**src/rtl/mem_bus_if.sv**
```systemverilog
// Bus bundle between the CPU memory port, the boot ROM and main RAM.
// The controller uses the slave modport; the CPU plus memory side uses master.
interface mem_bus_if;
  // Handshakes: the CPU raises cpu_rd or cpu_wr, which is sampled only while
  // cpu_busy is low. The controller answers with a single-cycle cpu_done
  // pulse, and cpu_rdata is valid during it. Toward RAM, ram_rd or ram_wr is
  // held high, with ram_addr and ram_wdata stable, until ram_ack is sampled
  // high. ram_rdata is valid together with ram_ack.
  logic [14:0] cpu_addr;
  logic [11:0] cpu_wdata;
  logic        cpu_rd;
  logic        cpu_wr;
  logic [11:0] cpu_rdata;
  logic        cpu_done;
  logic        cpu_busy;
  logic        bus_err;
  logic [14:0] rom_addr;
  logic        rom_rd;
  logic [11:0] rom_data;
  logic        rom_selected;
  logic [14:0] ram_addr;
  logic [11:0] ram_wdata;
  logic        ram_rd;
  logic        ram_wr;
  logic [11:0] ram_rdata;
  logic        ram_ack;

  modport slave (
    input  cpu_addr, cpu_wdata, cpu_rd, cpu_wr, rom_data, rom_selected,
           ram_rdata, ram_ack,
    output cpu_rdata, cpu_done, cpu_busy, bus_err, rom_addr, rom_rd,
           ram_addr, ram_wdata, ram_rd, ram_wr
  );

  modport master (
    output cpu_addr, cpu_wdata, cpu_rd, cpu_wr, rom_data, rom_selected,
           ram_rdata, ram_ack,
    input  cpu_rdata, cpu_done, cpu_busy, bus_err, rom_addr, rom_rd,
           ram_addr, ram_wdata, ram_rd, ram_wr
  );
endinterface

```
**src/rtl/mem_bus_ctl.sv**
```systemverilog
// Memory bus controller: routes each CPU cycle to the boot ROM or to RAM, and applies a RAM ack timeout.
// Defining ROM_WRITE_TRAP_EN turns writes to a selected ROM address into a bus error instead of a shadow-RAM write.
module mem_bus_ctl #(
    parameter int TIMEOUT = 15
) (
    input  logic        clk,
    input  logic        reset,
    mem_bus_if.slave    bus,
    output logic [1:0]  dbg_state
);

    typedef enum logic [1:0] {
        IDLE  = 2'd0,
        PROBE = 2'd1,
        RAM   = 2'd2,
        DONE  = 2'd3
    } state_t;

    state_t     state;
    logic [7:0] counter;
    logic       is_wr;

    assign bus.cpu_busy = (state != IDLE);
    assign dbg_state    = state;

    always_ff @(posedge clk) begin
        if (reset) begin
            state         <= IDLE;
            counter       <= 8'd0;
            is_wr         <= 1'b0;
            bus.bus_err   <= 1'b0;
            bus.cpu_rdata <= 12'd0;
            bus.cpu_done  <= 1'b0;
            bus.rom_rd    <= 1'b0;
            bus.ram_rd    <= 1'b0;
            bus.ram_wr    <= 1'b0;
            bus.rom_addr  <= 15'd0;
            bus.ram_addr  <= 15'd0;
            bus.ram_wdata <= 12'd0;
        end else begin
            bus.cpu_done <= 1'b0;
            case (state)
                IDLE: begin
                    if (bus.cpu_rd && bus.cpu_wr) begin
                        bus.bus_err <= 1'b1;
                    end else if (bus.cpu_rd ^ bus.cpu_wr) begin
                        is_wr         <= bus.cpu_wr;
                        bus.rom_addr  <= bus.cpu_addr;
                        bus.ram_addr  <= bus.cpu_addr;
                        bus.ram_wdata <= bus.cpu_wdata;
                        // Only reads strobe the ROM, so its fetch-triggered logic sees one strobe per fetch.
                        bus.rom_rd    <= bus.cpu_rd;
                        state         <= PROBE;
                    end
                end
                PROBE: begin
                    bus.rom_rd <= 1'b0;
                    if (bus.rom_selected && !is_wr) begin
                        bus.cpu_rdata <= bus.rom_data;
                        bus.cpu_done  <= 1'b1;
                        state         <= DONE;
                    end
`ifdef ROM_WRITE_TRAP_EN
                    else if (bus.rom_selected && is_wr) begin
                        bus.bus_err  <= 1'b1;
                        bus.cpu_done <= 1'b1;
                        state        <= DONE;
                    end
`endif
                    else begin
                        counter    <= 8'(TIMEOUT);
                        bus.ram_rd <= !is_wr;
                        bus.ram_wr <= is_wr;
                        state      <= RAM;
                    end
                end
                RAM: begin
                    // An ack in the final counting cycle takes priority over the timeout.
                    if (bus.ram_ack) begin
                        if (!is_wr) bus.cpu_rdata <= bus.ram_rdata;
                        bus.ram_rd   <= 1'b0;
                        bus.ram_wr   <= 1'b0;
                        bus.cpu_done <= 1'b1;
                        counter      <= 8'd0;
                        state        <= DONE;
                    end else if (counter <= 8'd1) begin
                        bus.bus_err   <= 1'b1;
                        bus.cpu_rdata <= 12'o7777;
                        bus.ram_rd    <= 1'b0;
                        bus.ram_wr    <= 1'b0;
                        bus.cpu_done  <= 1'b1;
                        counter       <= 8'd0;
                        state         <= DONE;
                    end else begin
                        counter <= counter - 8'd1;
                    end
                end
                DONE: state <= IDLE;
                default: state <= IDLE;
            endcase
        end
    end

endmodule

```
**src/flat_wrapper.sv**
```systemverilog
// flat-port wrapper written by rule: the top's interface ports become plain ports
module mem_bus_ctl_flat 
#(
    parameter int TIMEOUT = 15
)
  (clk, reset, dbg_state, bus_cpu_addr, bus_cpu_wdata, bus_cpu_rd, bus_cpu_wr, bus_rom_data, bus_rom_selected, bus_ram_rdata, bus_ram_ack, bus_cpu_rdata, bus_cpu_done, bus_cpu_busy, bus_bus_err, bus_rom_addr, bus_rom_rd, bus_ram_addr, bus_ram_wdata, bus_ram_rd, bus_ram_wr);
  mem_bus_if bus_i ();
  input  logic clk;
  input  logic reset;
  output logic [1:0] dbg_state;
  input wire logic [$bits(bus_i.cpu_addr)-1:0] bus_cpu_addr;
  input wire logic [$bits(bus_i.cpu_wdata)-1:0] bus_cpu_wdata;
  input wire logic [$bits(bus_i.cpu_rd)-1:0] bus_cpu_rd;
  input wire logic [$bits(bus_i.cpu_wr)-1:0] bus_cpu_wr;
  input wire logic [$bits(bus_i.rom_data)-1:0] bus_rom_data;
  input wire logic [$bits(bus_i.rom_selected)-1:0] bus_rom_selected;
  input wire logic [$bits(bus_i.ram_rdata)-1:0] bus_ram_rdata;
  input wire logic [$bits(bus_i.ram_ack)-1:0] bus_ram_ack;
  output wire logic [$bits(bus_i.cpu_rdata)-1:0] bus_cpu_rdata;
  output wire logic [$bits(bus_i.cpu_done)-1:0] bus_cpu_done;
  output wire logic [$bits(bus_i.cpu_busy)-1:0] bus_cpu_busy;
  output wire logic [$bits(bus_i.bus_err)-1:0] bus_bus_err;
  output wire logic [$bits(bus_i.rom_addr)-1:0] bus_rom_addr;
  output wire logic [$bits(bus_i.rom_rd)-1:0] bus_rom_rd;
  output wire logic [$bits(bus_i.ram_addr)-1:0] bus_ram_addr;
  output wire logic [$bits(bus_i.ram_wdata)-1:0] bus_ram_wdata;
  output wire logic [$bits(bus_i.ram_rd)-1:0] bus_ram_rd;
  output wire logic [$bits(bus_i.ram_wr)-1:0] bus_ram_wr;
  assign bus_i.cpu_addr = bus_cpu_addr;
  assign bus_i.cpu_wdata = bus_cpu_wdata;
  assign bus_i.cpu_rd = bus_cpu_rd;
  assign bus_i.cpu_wr = bus_cpu_wr;
  assign bus_i.rom_data = bus_rom_data;
  assign bus_i.rom_selected = bus_rom_selected;
  assign bus_i.ram_rdata = bus_ram_rdata;
  assign bus_i.ram_ack = bus_ram_ack;
  assign bus_cpu_rdata = bus_i.cpu_rdata;
  assign bus_cpu_done = bus_i.cpu_done;
  assign bus_cpu_busy = bus_i.cpu_busy;
  assign bus_bus_err = bus_i.bus_err;
  assign bus_rom_addr = bus_i.rom_addr;
  assign bus_rom_rd = bus_i.rom_rd;
  assign bus_ram_addr = bus_i.ram_addr;
  assign bus_ram_wdata = bus_i.ram_wdata;
  assign bus_ram_rd = bus_i.ram_rd;
  assign bus_ram_wr = bus_i.ram_wr;
  mem_bus_ctl #(.TIMEOUT(TIMEOUT)) u_core (.clk(clk), .reset(reset), .bus(bus_i), .dbg_state(dbg_state));
endmodule
```
**config.mk**
```make
export PLATFORM = sky130hd
export DESIGN_NAME = mem_bus_ctl_flat
export DESIGN_NICKNAME = d
export VERILOG_FILES = /design/src/rtl/mem_bus_if.sv /design/src/rtl/mem_bus_ctl.sv /design/src/flat_wrapper.sv
export SDC_FILE = /design/constraint.sdc
export NUM_CORES = 1
export LEC_CHECK = 0
export CAP_MARGIN = 10
export CORE_MARGIN = 3
export CORE_UTILIZATION = 40
export CTS_CLUSTER_DIAMETER = 100
export DETAILED_ROUTE_END_ITERATION = 10
export PLACE_DENSITY = 0.8
export SLEW_MARGIN = 10
export SYNTH_ARGS = -nofsm -noshare
export SYNTH_HDL_FRONTEND = slang
export SYNTH_SLANG_ARGS = --single-unit
export TNS_END_PERCENT = 20
```
**constraint.sdc**
```tcl
create_clock -name clk -period 2.3 [get_ports clk]
set_input_delay 0.345 -clock clk [delete_from_list [all_inputs] [get_ports clk]]
set_output_delay 0.345 -clock clk [all_outputs]
set_load 0.02 [all_outputs]
```
==> summary.txt <==
Final layout
  • Area delta synth->final: 49.14%
  • Post-route design area: 3699 um2
  • Layout Nets: 469
  • Finished Layout Cells: 482
  • Fraction of layout cells with a size suffix above 1: 4.423%
  • Antenna cell count: 0

Yosys
  • FF+latch count, synth: 55
  • Yosys top cell by area: dfxtp_1
  • Mux cell area share after synthesis: 1.211%
  • Top cell type's share of synthesized area: 44.40%
  • Number of flops mapped to enable cells by yosys: 0
  • Synth top area cells: dfxtp_1 (44%), a21oi_1 (9.9%), nand2_1 (9.5%), buf_4 (4.5%), ha_1 (3.0%)
  • Register area share after synthesis: between 40 and 50%
  • Synth top cells by count: nand2_1 (63), dfxtp_1 (55), a21oi_1 (49)
  • Async set-or-reset flop fraction in the synthesized netlist: 0%
  • Syn Nets: 372
  • Syn avg cell area: 8.025 um2
  • Most common cell in the netlist: nand2_1
  • Xor and xnor fraction of the mapped netlist area: 1.413%
  • Synthesized area: 2480 um2
  • Post-Synth Adder-Cell Area: between 3 and 4%
  • Largest family of logic cells by synthesized area: compound AO/OA/AOI/OAI gates
  • Top_reg_cell synth: dfxtp_1
  • Simple-gate area share of the yosys netlist: about a fifth
  • Complex-gate fraction of the synthesized area: 20.28%
  • Synthesized instance count: 309
  • Library cells used by synthesis: 40
  • Yosys warning total: 0

Detailed routing
  • Remaining DRCs: 0
  • Drt first pass iters: 4
  • Overall via count from detail_route: 2446
  • Initial DRC Count: approximately 160
  • Routed length per instance: between 10 and 15 um
  • DRT antenna net count: 0
  • Post-Route WL: between 7000 and 8000 um
  • Via density per instance: 5.075

Worst setup path
  • Critical path launch point: u_core.dbg_state[1]
  • Startpoint types: flop
  • R2r worst-path depth: 6
  • CP max stage delay: 0.46 ns
  • Kind of critical path: reg -> reg
  • CP Capture Type: flop
  • Reg-to-reg startpoint: u_core.dbg_state[1]
  • Critical-path top delay cell: o22a_1
  • WP data arrival: 2.28 ns
  • Buf/Inv on CP: 1
  • Crit path max fanout: 24
  • Cell breakdown of the critical path: inv_1 -> ha_1 -> mux2i_1 -> o22a_1 -> or3_1 -> a21oi_1
  • WP depth: 6
  • CP top delay family: compound AO/OA/AOI/OAI gates
  • Required time worst endpoint: 2.53 ns

STA
  • Final hold vios: 0
  • Setup violations, final: 0
  • Hold slack: 0.4611 ns
  • Max-slew headroom: between 50% and 60%
  • FMAX: between 400 and 500 MHz
  • Post-route setup slack: 0.2556 ns
  • Max Slew Vio Count: 0
  • Clock Skew: between 0.007 and 0.008 ns
  • Crit share post-route: 88.89%
  • Total negative setup slack: 0 ns
  • RSZ-0062 raised after global routing: false
  • Fin crit period: 2.044 ns
  • Worst-margin pin slew: 0.7229 ns

Placement
  • Detail Placement HPWL: 5318 um
  • Port buffer count: between 100 and 150
  • Pre-CTS setup slack: 0.1535 ns
  • Inst Count DP: 474
  • GPL Wtd Cong: 0.8311
  • Dpl cell area: 3611 um2

Clock tree
  • Clock latency on the worst-skew pair: 0.29 ns
  • CTS root buffer: clkbuf_8
  • Setup Buffers After CTS: 0
  • Clk sinks: 55
  • Worst-path clk slew: 0.09 ns
  • H-tree level count: 2
  • CTS tree: built
  • Total CTS buffers: 5
  • Clock buffer depth: 2

Die
  • I/O pin cnt: 119
  • Die height: about 85 um
  • Core area: 5956 um2
  • Placement Rows: 28
  • Die W: 84.74 um
  • Full die area: 7181 um2
  • Initial Util: 41.64%

GRT
  • Largest net degree at the start of global routing: 30
  • Wire length of the first global-routing pass: 11580 um
  • Gr ovfl total: 0
  • GRT Total Usage: between 10% and 20%
  • Initial antenna violation count: 0
  • Vias in the first global route: 2302

Worst hold path
  • Hold path depth: 2
  • Hold path start: u_core.bus.ram_wdata[0]
  • Hold Crit Class: reg -> reg

Power
  • Peak VDD IR: slightly above 0.8 mV
  • PwrDens: between 1000 and 1500 nW/um2
  • LEAKAGE: 1.331 nW

Status
  • Status: complete, no violations

Job
  • MaxCap Viol Count: 0
[per-stage QoR]
step                      power, mW  util, %
final                         4.191    62.10
after global routing          4.516    62.10
after CTS                     4.227    62.06
after detailed placement      3.709    60.63
after global placement        3.650    60.63
after floorplan               2.861        -
[cells in the final DEF (no fill, tap or decap), types with 2 or more instances in the layout]
cell,instances
nand2_1,63
buf_4,7
or3_1,12
nor2_1,10
clkbuf_8,5
nand2b_1,2
clkdlybuf4s50_1,116
ha_1,6
nand4_1,4
o22ai_1,12
nand3b_1,2
dfxtp_1,55
a21oi_1,49
o21a_1,2
o21ai_1,15
mux2i_1,3
xor2_1,4
nand3_1,4
o21ai_0,2
inv_1,10
[tightest hold or removal path, cell delays in order, from the launching register on]
cell,delay (ns)
dfxtp_1,0.32
nand2_1,0.05
a21oi_1,0.05
[where the power goes]
part           total, mW  switching, mW  internal [mW]
registers           1.41          0.199           1.21
clock network      0.506          0.293          0.213
logic               2.27           1.26           1.01
total               4.19           1.75           2.44
[final cells by class]
class,count,area [um2]
Multi-Input combinational cell,209,1150
Sequential cell,55,1101
Clock buffer,6,72.57
Fill cell,531,2257
Timing Repair Buffer,125,1231
Inverter,10,37.54
Clock inverter,2,12.51
Tap cell,75,93.84
[flip-flops by register name, indices dropped and copies added, names as in the netlist]
name and flops:
u_core.bus.bus_err 1, u_core.is_wr 1, u_core.bus.ram_rd 1, u_core.bus.ram_wr 1, u_core.bus.cpu_done 1, u_core.dbg_state 2
u_core.bus.rom_rd 1, u_core.bus.ram_addr 15, u_core.bus.ram_wdata 12, u_core.counter 8, u_core.bus.cpu_rdata 12
[path summary, 6_finish.rpt]
path                             end  slack, ns
min          u_core.bus.ram_wdata[0]       0.46
max reg2reg  u_core.bus.cpu_rdata[7]       0.26
min reg2reg  u_core.bus.ram_wdata[0]       0.46
max          u_core.bus.cpu_rdata[7]       0.26
[metal layers]
| layer | GRT usage (%) | share of wire [%] |
|---|---|---|
| met2 | 32.81 | 48 |
| met4 | 4.173 | 0.65 |
| met3 | 3.925 | 6.4 |
| met1 | 25.99 | 45 |
| met5 | 0 | 0 |
[cell families after synthesis]
group                    after synthesis
AO/OA/AOI/OAI                         90
XOR/XNOR                               4
adder cells (fa/ha/maj)                6
buffers and inverters                 45
flip-flops                            55
multiplexers                           3
AND/OR/NAND/NOR                      106
[what timing repair did]
item,in CTS,in global routing
endpoints found under the setup margin,0,1
resized for setup,0,1
hold buffers,0,0
No activity file was read; power rests on OpenSTA's default activity.
